<file path="config.mk">
export PLATFORM = sky130hd
export DESIGN_NAME = hazard_scoreboard
export DESIGN_NICKNAME = d
export VERILOG_FILES = /design/src/rtl/hazard_scoreboard_pkg.sv /design/src/rtl/hazard_scoreboard_reg_inflight_cnt.sv /design/src/rtl/hazard_scoreboard.sv
export SDC_FILE = /design/constraint.sdc
export NUM_CORES = 1
export LEC_CHECK = 0
export CORE_MARGIN = 1.5
export CORE_UTILIZATION = 46
export CTS_CLUSTER_SIZE = 10
export DETAILED_ROUTE_END_ITERATION = 16
export GPL_ROUTABILITY_DRIVEN = 1
export PLACE_DENSITY = 0.95
export SYNTH_ARGS = -nofsm -noshare
export SYNTH_HDL_FRONTEND = slang
export SYNTH_HIERARCHICAL = 1
export SYNTH_SLANG_ARGS = --single-unit
</file>
<file path="constraint.sdc">
create_clock -name clk -period 8.6 [get_ports clk]
set_input_delay 2.15 -clock clk [delete_from_list [all_inputs] [get_ports clk]]
set_output_delay 2.15 -clock clk [all_outputs]
set_load 0.03 [all_outputs]
</file>
<file path="src/rtl/hazard_scoreboard_pkg.sv">
// Shared encodings for the hazard scoreboard: redirect codes, FSM states and
// forwarding-mode constants.
package hazard_scoreboard_pkg;

  typedef enum logic [1:0] {
    REDIR_NONE   = 2'b00,
    REDIR_BRANCH = 2'b01,
    REDIR_JUMP   = 2'b10
  } redirect_e;

  typedef enum logic {
    ST_RUN      = 1'b0,
    ST_REDIRECT = 1'b1
  } hz_state_e;

  localparam int FWD_NONE = 0;
  localparam int FWD_FULL = 1;

endpackage

</file>
<file path="src/rtl/hazard_scoreboard_reg_inflight_cnt.sv">
// reg_inflight_cnt: saturating up/down counter of in-flight operations on one
// register; err pulses when an update would underflow or overflow.
module reg_inflight_cnt
  import hazard_scoreboard_pkg::*;
#(
  parameter int CNT_W = 2
) (
  input  logic             clk,
  input  logic             reset_n,
  input  logic             inc,
  input  logic             dec,
  output logic [CNT_W-1:0] count,
  output logic             err
);

  localparam logic [CNT_W-1:0] CNT_MAX = '1;

  logic [CNT_W-1:0] count_reg;
  logic [CNT_W-1:0] count_next;

  // Simultaneous inc and dec cancel, so neither boundary can be crossed.
  always_comb begin
    count_next = count_reg;
    err        = 1'b0;
    if (inc && !dec) begin
      if (count_reg == CNT_MAX) err = 1'b1;
      else                      count_next = count_reg + 1'b1;
    end else if (dec && !inc) begin
      if (count_reg == '0) err = 1'b1;
      else                 count_next = count_reg - 1'b1;
    end
  end

  always_ff @(posedge clk) begin
    if (!reset_n) count_reg <= '0;
    else          count_reg <= count_next;
  end

  assign count = count_reg;

endmodule

</file>
<file path="src/rtl/hazard_scoreboard.sv">
// Pipeline hazard unit: per-register scoreboard of in-flight writes/loads plus
// control-redirect sequencing. Optional perf counters under HAZARD_PERF_EN.
module hazard_scoreboard
  import hazard_scoreboard_pkg::*;
#(
  parameter int REG_ADDR_W  = 2,
  parameter int WORD_W      = 16,
  parameter int CNT_W       = 2,
  parameter int FWD_MODE    = 1,
  parameter int RF_SELF_FWD = 1
) (
  input  logic                  clk,
  input  logic                  reset_n,
  input  logic                  if_data_ready,
  input  logic                  id_valid,
  input  logic                  id_rs_used,
  input  logic                  id_rt_used,
  input  logic [REG_ADDR_W-1:0] id_rs,
  input  logic [REG_ADDR_W-1:0] id_rt,
  input  logic [REG_ADDR_W-1:0] id_wr_addr,
  input  logic                  id_regwrite,
  input  logic                  id_is_load,
  input  logic                  id_is_jump,
  input  logic [WORD_W-1:0]     id_correct_pc,
  input  logic [WORD_W-1:0]     if_pc,
  input  logic [WORD_W-1:0]     id_pc,
  input  logic [WORD_W-1:0]     ex_correct_pc,
  input  logic                  ex_is_branch,
  input  logic                  mem_is_mem,
  input  logic                  mem_data_ready,
  input  logic                  mem_load_done,
  input  logic [REG_ADDR_W-1:0] mem_load_addr,
  input  logic                  wb_regwrite,
  input  logic [REG_ADDR_W-1:0] wb_wr_addr,
  output logic                  stall_if,
  output logic                  stall_id,
  output logic                  stall_mem,
  output logic                  flush_ifid,
  output logic                  flush_idex,
  output logic [1:0]            redirect,
  output logic                  sb_error
`ifdef HAZARD_PERF_EN
  ,
  output logic [15:0]           perf_data_stall,
  output logic [15:0]           perf_mem_stall,
  output logic [15:0]           perf_ctrl_flush
`endif
);

  localparam int NUM_REGS = 2 ** REG_ADDR_W;

  logic [CNT_W-1:0]    wr_cnt [NUM_REGS];
  logic [CNT_W-1:0]    ld_cnt [NUM_REGS];
  logic [NUM_REGS-1:0] wr_err;
  logic [NUM_REGS-1:0] ld_err;

  hz_state_e state_reg;
  hz_state_e state_next;
  redirect_e redirect_sel;
  logic      sb_error_reg;
  logic      issue;
  logic      mem_hazard, branch_fail, jump_fail;
  logic      rs_hazard, rt_hazard, id_data_hazard;

  generate
    for (genvar gi = 0; gi < NUM_REGS; gi++) begin : g_reg
      logic wr_inc, wr_dec, ld_inc, ld_dec;
      assign wr_inc = issue && id_regwrite && (id_wr_addr == REG_ADDR_W'(gi));
      assign wr_dec = wb_regwrite && (wb_wr_addr == REG_ADDR_W'(gi));
      assign ld_inc = wr_inc && id_is_load;
      assign ld_dec = mem_load_done && (mem_load_addr == REG_ADDR_W'(gi));

      reg_inflight_cnt #(.CNT_W(CNT_W)) u_wr_cnt (
        .clk     (clk),
        .reset_n (reset_n),
        .inc     (wr_inc),
        .dec     (wr_dec),
        .count   (wr_cnt[gi]),
        .err     (wr_err[gi])
      );

      reg_inflight_cnt #(.CNT_W(CNT_W)) u_ld_cnt (
        .clk     (clk),
        .reset_n (reset_n),
        .inc     (ld_inc),
        .dec     (ld_dec),
        .count   (ld_cnt[gi]),
        .err     (ld_err[gi])
      );
    end
  endgenerate

  // A source is busy while producers are pending, unless the last one
  // delivers its value in this very cycle.
  function automatic logic pending(input logic [CNT_W-1:0] cnt, input logic retiring);
    return (cnt != '0) && !((cnt == CNT_W'(1)) && retiring);
  endfunction

  always_comb begin
    if (FWD_MODE == FWD_NONE) begin
      rs_hazard = pending(wr_cnt[id_rs],
                          (RF_SELF_FWD != 0) && wb_regwrite && (wb_wr_addr == id_rs));
      rt_hazard = pending(wr_cnt[id_rt],
                          (RF_SELF_FWD != 0) && wb_regwrite && (wb_wr_addr == id_rt));
    end else begin
      rs_hazard = pending(ld_cnt[id_rs], mem_load_done && (mem_load_addr == id_rs));
      rt_hazard = pending(ld_cnt[id_rt], mem_load_done && (mem_load_addr == id_rt));
    end
  end

  assign id_data_hazard = (id_rs_used && rs_hazard) || (id_rt_used && rt_hazard);
  assign mem_hazard     = mem_is_mem && !mem_data_ready;
  assign branch_fail    = ex_is_branch && (ex_correct_pc != id_pc);
  assign jump_fail      = id_valid && id_is_jump && (id_correct_pc != if_pc);

  always_comb begin
    stall_if     = 1'b0;
    stall_id     = 1'b0;
    stall_mem    = 1'b0;
    flush_ifid   = 1'b0;
    flush_idex   = 1'b0;
    redirect_sel = REDIR_NONE;
    state_next   = state_reg;
    if (mem_hazard) begin
      stall_if  = 1'b1;
      stall_id  = 1'b1;
      stall_mem = 1'b1;
    end else if (state_reg == ST_RUN) begin
      // Branch is older than the jump in ID, so it wins.
      if (branch_fail) begin
        redirect_sel = REDIR_BRANCH;
        flush_ifid   = 1'b1;
        flush_idex   = 1'b1;
        state_next   = ST_REDIRECT;
      end else if (jump_fail) begin
        redirect_sel = REDIR_JUMP;
        flush_ifid   = 1'b1;
        state_next   = ST_REDIRECT;
      end
      if (id_data_hazard) begin
        stall_if   = 1'b1;
        stall_id   = 1'b1;
        flush_idex = 1'b1;
      end
      if (!if_data_ready) flush_ifid = 1'b1;
    end else begin
      // Keep squashing IF/ID until the fetch from the new target lands.
      flush_ifid = 1'b1;
      if (if_data_ready) state_next = ST_RUN;
    end
  end

  assign issue    = id_valid && !stall_id && !stall_mem && !flush_idex;
  assign redirect = redirect_sel;
  assign sb_error = sb_error_reg;

  always_ff @(posedge clk) begin
    if (!reset_n) begin
      state_reg    <= ST_RUN;
      sb_error_reg <= 1'b0;
    end else begin
      state_reg <= state_next;
      if (|{wr_err, ld_err}) sb_error_reg <= 1'b1;
    end
  end

`ifdef HAZARD_PERF_EN
  logic [15:0] perf_data_reg, perf_mem_reg, perf_ctrl_reg;

  always_ff @(posedge clk) begin
    if (!reset_n) begin
      perf_data_reg <= '0;
      perf_mem_reg  <= '0;
      perf_ctrl_reg <= '0;
    end else begin
      if (id_data_hazard)             perf_data_reg <= perf_data_reg + 16'd1;
      if (mem_hazard)                 perf_mem_reg  <= perf_mem_reg + 16'd1;
      if (redirect_sel != REDIR_NONE) perf_ctrl_reg <= perf_ctrl_reg + 16'd1;
    end
  end

  assign perf_data_stall = perf_data_reg;
  assign perf_mem_stall  = perf_mem_reg;
  assign perf_ctrl_flush = perf_ctrl_reg;
`endif

endmodule
</file>
; ---- Yosys cells after proc, flatten, opt, wreduce, memory -nomap -nowiden
; Cells that the tools add are included.
[classes]
add_sub_neg = 16
order_cmp = 2
eq_ne = 39
mux = 89
bitwise = 2
reduce_logical = 101
[ops]
columns = operator, count
row1 = 2-to-1 mux 2 bit, 40
row2 = logical AND 1 bit, 48
row3 = 2-to-1 mux 1 bit, 47
row4 = inequality test 16 bit, 2
row5 = equality test 2 bit (second input constant), 14
row6 = AND reduction 3 bit, 8
row7 = zero test 1 bit, 22
row8 = zero test 2 bit, 11
row9 = nonzero test 2 bit, 10
row10 = adder 2 x 1 -> 2 bit (second input constant), 8
row11 = inequality test 2 x 1 -> 1 bit (second input constant), 8
row12 = inequality test 2 bit (second input constant), 8
row13 = subtractor 2 x 1 -> 2 bit (second input constant), 8
row14 = equality test 2 x 1 -> 1 bit (second input constant), 5
row15 = binary-select mux 2 bit (select 2 bit), 2
row16 = OR reduction 8 bit, 1
row17 = >= comparator 3 bit (second input constant), 2
row18 = NOT 2 -> 3 bit, 2
row19 = equality test 2 bit, 2
row20 = logical OR 1 bit, 1
[word_totals]
ff_bits = 18
in_bits = 88
output_inout_bits = 8

; ---- Depth between registers and ports, before layout
; Gate-level depths: netlist (run 1).
[logic_depth]
word_depth = 25
ltp_mapped = 11

; ---- Cells and area by module
; The synthesis (run 1) kept the hierarchy.
[modules_own_cells]
columns = module, instances, cells_per_inst, area_each_um2
row1 = reg_inflight_cnt, 8, 19, 151.4
row2 = hazard_scoreboard, 1, 106, 872.1

; ---- Worst setup path before layout (run 1)
; No wires, ideal clock.
[synth_path]
path_type = in2out
from = in id_rs[0]
to = out stall_if
t_arrival_ns = 3.607
required_ns = 6.450
path_slack_ns = 2.843
cell_stages = 6
cell_sequence = mux4_2 > o31a_2 > o21ai_4 > a21oi_4 > or2_2 > buf_4
[synth_via]
elab_chain_len = 13
word_cells_on_any_way = 16
cone_classes = eq/ne (2) / mux (6) / bitwise (1) / reduce/logical (7)
[synth_lines]
columns = item, line
row1 = from (decl), hazard_scoreboard.sv:18  ; input logic [REG_ADDR_W-1:0] id_rs,
row2 = NOT 2 -> 3 bit (implied by the code), hazard_scoreboard.sv:106  ; rs_hazard = pending(ld_cnt[id_rs], mem_load_done && (mem_load_addr == id_rs));
row3 = binary-select mux 2 bit (select 2 bit), hazard_scoreboard.sv:106
row4 = 2-to-1 mux 2 bit (implied by the code) (2 in series), hazard_scoreboard.sv:106
row5 = equality test 2 x 1 -> 1 bit, hazard_scoreboard.sv:96  ; return (cnt != '0) && !((cnt == CNT_W'(1)) && retiring);
row6 = logical AND 1 bit, hazard_scoreboard.sv:96
row7 = zero test 1 bit, hazard_scoreboard.sv:96
row8 = logical AND 1 bit *, hazard_scoreboard.sv:96
row9 = logical AND 1 bit *, hazard_scoreboard.sv:111  ; assign id_data_hazard = (id_rs_used && rs_hazard) || (id_rt_used && rt_hazard);
row10 = logical OR 1 bit *, hazard_scoreboard.sv:111
row11 = 2-to-1 mux 1 bit * (3 in series), -
row12 = to (decl), hazard_scoreboard.sv:35  ; output logic stall_if,
; Every way passes the cells marked *; elsewhere a longest branch is shown, timed or not. The select of a mux whose other input is x is not followed.

; ---- Final worst setup path (run 1)
[layout_path]
from = in id_rt[0]
to = out stall_if
[layout_via]
elab_chain_len = 13
word_cells_on_any_way = 16
cone_classes = eq/ne (2) / mux (6) / bitwise (1) / reduce/logical (7)
[layout_lines]
columns = item, line
row1 = from (decl), hazard_scoreboard.sv:19  ; input logic [REG_ADDR_W-1:0] id_rt,
row2 = NOT 2 -> 3 bit (implied by the code), hazard_scoreboard.sv:107  ; rt_hazard = pending(ld_cnt[id_rt], mem_load_done && (mem_load_addr == id_rt));
row3 = binary-select mux 2 bit (select 2 bit), hazard_scoreboard.sv:107
row4 = 2-to-1 mux 2 bit (implied by the code) (2 in series), hazard_scoreboard.sv:107
row5 = equality test 2 x 1 -> 1 bit, hazard_scoreboard.sv:96
row6 = logical AND 1 bit, hazard_scoreboard.sv:96
row7 = zero test 1 bit, hazard_scoreboard.sv:96
row8 = logical AND 1 bit *, hazard_scoreboard.sv:96
row9 = logical AND 1 bit *, hazard_scoreboard.sv:111
row10 = logical OR 1 bit *, hazard_scoreboard.sv:111
row11 = 2-to-1 mux 1 bit *, hazard_scoreboard.sv:140  ; if (id_data_hazard) begin
row12 = 2-to-1 mux 1 bit *, hazard_scoreboard.sv:128  ; end else if (state_reg == ST_RUN) begin
row13 = 2-to-1 mux 1 bit *, hazard_scoreboard.sv:124  ; if (mem_hazard) begin
; Marked as above.

==> qor.csv, run 1 <==
metric;value;unit
grt_use_met2;47.0;%
insertion_delay;0.25;ns
fmax;148;MHz
start_util;47.8;%
timing.critical_path.from;id_rt[0];
hold_buffers;0;
synth_seq_area_share;17.3;%
fin_crit_sh;78.4;%
routabilityCongestion;0.835;
synth_compound_gate_area_share;22.2;%
port_buffers;95;
finalHoldViolations;0;
post_synth.cell_area_avg;8.07;µm²
multi_input_area;1610;µm²
crit_fanout;9;
finalSetupTns;0;ns
critPathTopFamily;buffers and inverters;
drt.antenna.violating_nets;0;
syn_nets;362;
skew;0.000801;ns
die_area;4940;µm²
grt_overflow;0;
fin_crit;6.74;ns
synthAdderAreaFrac;9.61;%
drt_first_pass_iters;4;
clk_pin_slew_worst_paths;0.07;ns
crit_chain;clkdlybuf4s50_1, mux4_2, o31a_1, o21ai_2, a21oi_4, or2_2, clkdlybuf4s50_1;
synthCells;258;
start_kind;input port;
use_met3;3.32;%
post_cts_buffers;0;
slew_headroom;28.5;%
drc;0;
cts-buffers-inserted;3;
r2r_start;g_reg[3].u_ld_cnt/count[0];
ir_drop;0.0574;mV
die_x;70.3;µm
cts-root-buf;clkbuf_8;
worst_pin_slew;1.07;ns
area_growth;50.4;%
ys_ff_latch;18;
grt_pass1_vias;2218;
yosys.area_share.simple;25.6;%
path_class;input port to output pin;
synth_warnings;6;
coreArea;4350;µm²
netlist_area;2080;µm²
cts_tree;yes;
avgRoutedWirePerCell;14.8;µm
critPathBufInv;2;
busiest_layer;met2;
critPathRequiredTime;6.45;ns
die_y;70.3;µm
fill_cells;334;
ys_types;38;
hold_path.class;register to register;
postCtsResizedCells;0;
diodes;0;
p_leak;1.13;nW
crit_slowest_cell;clkdlybuf4s50_1;
dr_total_vias;2249;
dp.cells;404;
rows;24;
grt_use_total;24.4;%
avgViaCountPerCell;5.53;
cts_sinks;18;
clk_path_buf_depth;2;
rsz0062_at_grt;false;
cp_slowest_stage_delay;0.60;ns
antenna_found_initial;0;
maxCapViolCount;0;
htreeDepth;1;
synth_top_family_by_area;simple AND/OR/NAND/NOR gates;
grt_max_degree;35;
finalSetupViolCount;0;
drtIter0Drc;87;
p_per_area;78.3;nW/µm²
cp.arrival;4.59;ns
drv_slew;0;
worstSetupEndpointType;output pin;
synthMuxAreaShare;4.68;%
status;finished, final reports clean;
hpwl;4900;µm
gr-usage-met1;27.2;%
grt_first_pass_wirelength;9810;µm
cp_common_cell;clkdlybuf4s50_1;
drive_gt1_share;8.45;%
synth_xor_area_share;15.1;%
totalWireLength;6010;µm
num_io_pins;96;
ff_latch_area;360;µm²
min_from;g_reg[0].u_wr_cnt/count[1];
stdcell_count;407;
nets;461;
## report_power, final
group / internal, mW / switching [mW]
clock network: 0.0312 / 0.0292
registers: 0.0845 / 0.00137
logic: 0.0590 / 0.0400
total: 0.175 / 0.0706
## cells in the mapped netlist
master    number  area [µm²]
nor4b_1       10        87.6
inv_1         28         105
and3_1         2        12.5
o31a_1         1        8.76
nor2_2         1        6.26
nor2_1        14        52.6
nand4_1        5        31.3
nor3b_1        2        15.0
nand2_1       19        71.3
nor4_1         7        43.8
o21ai_4        1        16.3
o31a_2         1        10.0
ha_1          16         200
a21boi_1       8        60.1
a21oi_1        8        40.0
o41ai_4        1        27.5
and3_2         8        60.1
xnor2_1       16         140
nor3_1         5        25.0
a21oi_4        1        16.3
o21ai_2        1        8.76
buf_4          1        7.51
and2_1         1        6.26
o41ai_1        1        8.76
nand2b_1       1        6.26
a21boi_0       1        7.51
mux4_1         2        52.6
nor2b_2        8        70.1
dfxtp_1       18         360
a31o_1         8        70.1
nor4b_2        2        30.0
o21ai_0        8        40.0
or2_2          1        6.26
mux4_2         2        45.0
a31oi_1       11        68.8
o21ai_1       16        80.1
nand3_1        2        10.0
xor2_1        20         175
## layer usage
| metal | up-vias | wire length [µm] | part of all wire (%) |
|---|---|---|---|
| li1 | 1124 | - | - |
| met4 | 0 | 116 | 1.9 |
| met1 | 1024 | 2440 | 41 |
| met5 | - | 0 | 0 |
| met2 | 91 | 3070 | 51 |
| met3 | 10 | 381 | 6.3 |
## tightest hold or removal path, cell delays in order (launching register included)
cell and delay, ns:
dfxtp_1 0.35, nand2_1 0.07, o21ai_1 0.05
## final cells by class
| cell class | instances | share of cell area, % |
|---|---|---|
| clock buffer | 3 | 1.32 |
| timing repair buffer | 95 | 30.4 |
| inverter | 28 | 3.35 |
| sequential | 18 | 11.5 |
| tap | 52 | 2.08 |
| multi-input combinational | 211 | 51.4 |
## worst paths after layout
path | to | slack (ns) | cells after the start
setup / recovery | stall_if | 1.86 | 7
hold / removal | g_reg[0].u_wr_cnt/count[0] | 0.50 | 2
setup reg to reg | sb_error | 5.63 | 11
hold reg to reg | g_reg[0].u_wr_cnt/count[0] | 0.50 | 2
## cells by family after synthesis
family,Yosys count
multiplexers,4
AND/OR/NAND/NOR,88
flip-flops,18
XOR/XNOR,36
buffers and inverters,29
AO/OA/AOI/OAI,67
adder cells (fa/ha/maj),16
## cell usage in the layout (no fill, tap or decap), types with 10 or more instances in the layout
| cell | count |
|---|---|
| a31oi_1 | 11 |
| clkdlybuf4s50_1 | 95 |
| dfxtp_1 | 18 |
| ha_1 | 16 |
| inv_1 | 28 |
| nand2_1 | 19 |
| nor2_1 | 14 |
| nor4b_1 | 10 |
| o21ai_1 | 16 |
| xnor2_1 | 16 |
| xor2_1 | 20 |
## through the flow
stage                     utilization, %  power [mW]  hold slack, ns  instance area (µm²)  setup slack (ns)
final                               72.0       0.245           0.503                 3130              1.86
after global placement              71.0       0.184           0.479                 3090              1.90
after global routing                72.0       0.256           0.528                 3130              1.76
after CTS                           72.0       0.247           0.499                 3130              1.85
after floorplan                        -       0.127           0.464                 2080              2.84
after detailed placement            71.0       0.186           0.491                 3090              1.86
Note: power is estimated with default switching activity, not from simulation.
==> run 2, diff against run 1 <==
Settings changed: CORE_UTILIZATION 46 to 38, PLACE_DENSITY 0.95 to 0.87.
Clock period 8.6 ns to 5.6 ns, I/O delays scaled along.
==> run 2 against run 1 <==
Effect of this change:
- wire length increased by 2.8%
- non-clock buffer count unchanged
- final cell count increased by 4.7%
- register-to-register slack got worse by 3.0 ns
- die area increased by 20%
- cell area increased by 1.2%
- sequential share of layout area decreased by 0.13 points
- critical path depth unchanged
- clock power increased by 84%
- first-iteration DRC count decreased by 9.2%
==> qor.csv, run 2 (synthesis results as in run 1) <==
metric;value;unit;change
status;finished, final reports clean;;unchanged
insertion_delay;0.26;ns;was 0.25 ns
p_leak;1.13;nW;about the same
p_sw_share;28.4;%;was 28.8%
grt_use_total;20.2;%;was 24.4%
ir_drop;0.0674;mV;was 0.0574 mV
die_x;77.0;µm;was 70.3 µm
cts_sinks;18;;unchanged
dp.cells;422;;was 404
p_clk_share;28.1;%;was 24.6%
p_seq_share;33.3;%;was 35.0%
cts_tree;yes;;unchanged
drt_first_pass_iters;4;;unchanged
share_comb_of_total_power;38.6;%;was 40.4%
setup_slack;0.363;ns;was 1.86 ns
grt_pass1_vias;2189;;was 2218
rsz0062_at_grt;false;;unchanged
critPathTopFamily;buffers and inverters;;unchanged
drv_slew;0;;unchanged
postLayoutCoreUtil;60.9;%;was 72.0%
clk_pin_slew_worst_paths;0.07;ns;about the same
avgViaCountPerCell;5.26;;was 5.53
internal_power;0.283;mW;was 0.175 mW
port_buffers;95;;unchanged
cts-root-buf;clkbuf_8;;unchanged
crit_cells;7;;unchanged
area_growth;52.1;%;was 50.4%
post_cts_buffers;0;;unchanged
stdcell_count;426;;was 407
finalSetupTns;0;ns;unchanged
fin_crit;5.24;ns;
nets;461;;unchanged
pre_cts_ws;0.370;ns;was 1.86 ns
hpwl;5080;µm;was 4900 µm
num_io_pins;96;;unchanged
finalHoldViolations;0;;unchanged
grt_overflow;0;;unchanged
postCtsResizedCells;0;;unchanged
routabilityCongestion;0.767;;was 0.835
hold_path.class;register to register;;unchanged
min_from;g_reg[0].u_wr_cnt/count[1];;unchanged
diodes;0;;unchanged
clk_path_buf_depth;2;;unchanged
switching_power;0.113;mW;was 0.0706 mW
finalSetupViolCount;0;;unchanged
crit_chain;clkdlybuf4s50_1, mux4_2, o31a_1, o21ai_2, a21oi_4, or2_2, clkdlybuf4s50_1;;unchanged
layout_commonest_cell;clkdlybuf4s50_1;;unchanged
critPathBufInv;2;;unchanged
totalWireLength;6170;µm;was 6010 µm
fin_area;3170;µm²;was 3130 µm²
drt.antenna.violating_nets;0;;unchanged
drtIter0Drc;79;;was 87
p_per_area;125;nW/µm²;was 78.3 nW/µm²
cp.arrival;3.84;ns;was 4.59 ns
critPathRequiredTime;4.20;ns;was 6.45 ns
cp_slowest_stage_delay;0.60;ns;about the same
grt_max_degree;35;;unchanged
rr_worst_depth;11;;unchanged
place_area;3110;µm²;was 3090 µm²
worst_pin_slew;1.04;ns;was 1.07 ns
worstSetupEndpointType;output pin;;unchanged
path_class;input port to output pin;;unchanged
fmax;191;MHz;
final_cell_mix;clkdlybuf4s50_1 (95), inv_1 (28), xor2_1 (20);;unchanged
fin_crit_sh;93.5;%;
start_kind;input port;;unchanged
maxCapViolCount;0;;unchanged
avgRoutedWirePerCell;14.5;µm;was 14.8 µm
drive_gt1_share;8.71;%;was 8.45%
r2r_start;g_reg[3].u_ld_cnt/count[0];;unchanged
crit_slowest_cell;clkdlybuf4s50_1;;unchanged
r2r-end;sb_error;;unchanged
skew;0.00103;ns;was 0.000801 ns
slew_headroom;30.5;%;was 28.5%
htreeDepth;1;;unchanged
coreArea;5200;µm²;was 4350 µm²
power;0.396;mW;was 0.245 mW
crit_end;stall_id;;was stall_if
timing.critical_path.from;id_rt[0];;unchanged
rows;26;;was 24
cp_common_cell;clkdlybuf4s50_1;;unchanged
crit_fanout;9;;unchanged
rrSetupSlack;2.66;ns;was 5.63 ns
cts-buffers-inserted;3;;unchanged
drc;0;;unchanged
hold_buffers;0;;unchanged
hold_slack;0.504;ns;was 0.503 ns
die_y;77.0;µm;was 70.3 µm
dr_total_vias;2239;;was 2249
die_area;5940;µm²;was 4940 µm²
antenna_found_initial;0;;unchanged
grt_first_pass_wirelength;9780;µm;was 9810 µm
start_util;40.0;%;was 47.8%
==> run 2: changes by cell type in the layout (fill, tap and decap cells not counted), sizes merged <==
cell and change:
clkbuf +1
==> run 2: power by group through the flow <==
stage	sequential [mW]	clock, mW	combinational [mW]
2_1_floorplan	0.136	0	0.0599
3_3_place_gp	0.135	0	0.148
3_5_place_dp	0.135	0	0.152
4_1_cts	0.132	0.113	0.153
5_1_grt	0.132	0.119	0.164
6_report	0.132	0.111	0.153
==> run 2: worst min path at each step <==
stage                            endpoint  depth (start not counted)
6_report       g_reg[0].u_wr_cnt/count[0]                          2
5_1_grt        g_reg[2].u_wr_cnt/count[0]                          2
4_1_cts        g_reg[0].u_wr_cnt/count[0]                          2
3_5_place_dp   g_reg[0].u_wr_cnt/count[0]                          2
3_3_place_gp   g_reg[1].u_wr_cnt/count[0]                          2
2_1_floorplan  g_reg[0].u_wr_cnt/count[0]                          2
==> run 2: tightest hold or removal path, cell delays in order (launching register included) <==
cell and delay [ns]:
dfxtp_1 0.35, nand2_1 0.07, o21ai_1 0.05
==> run 2: metal layers <==
layer | share of wire (%) | GRT usage, % | vias to the layer above | routed length (µm)
met4 | 1.6 | 6.00 | 0 | 100
met1 | 40 | 21.1 | 1017 | 2450
met2 | 51 | 39.2 | 79 | 3160
met5 | 0 | 0 | - | 0
met3 | 7.6 | 5.00 | 9 | 468
li1 | - | - | 1134 | -
==> run 2: layout make-up <==
type	count	area [µm²]
repair buffers	95	951
flip-flops and latches	18	360
fillers	460	2040
clock buffers	4	55.1
multi-input cells	211	1610
inverters	28	105
well taps	70	87.6
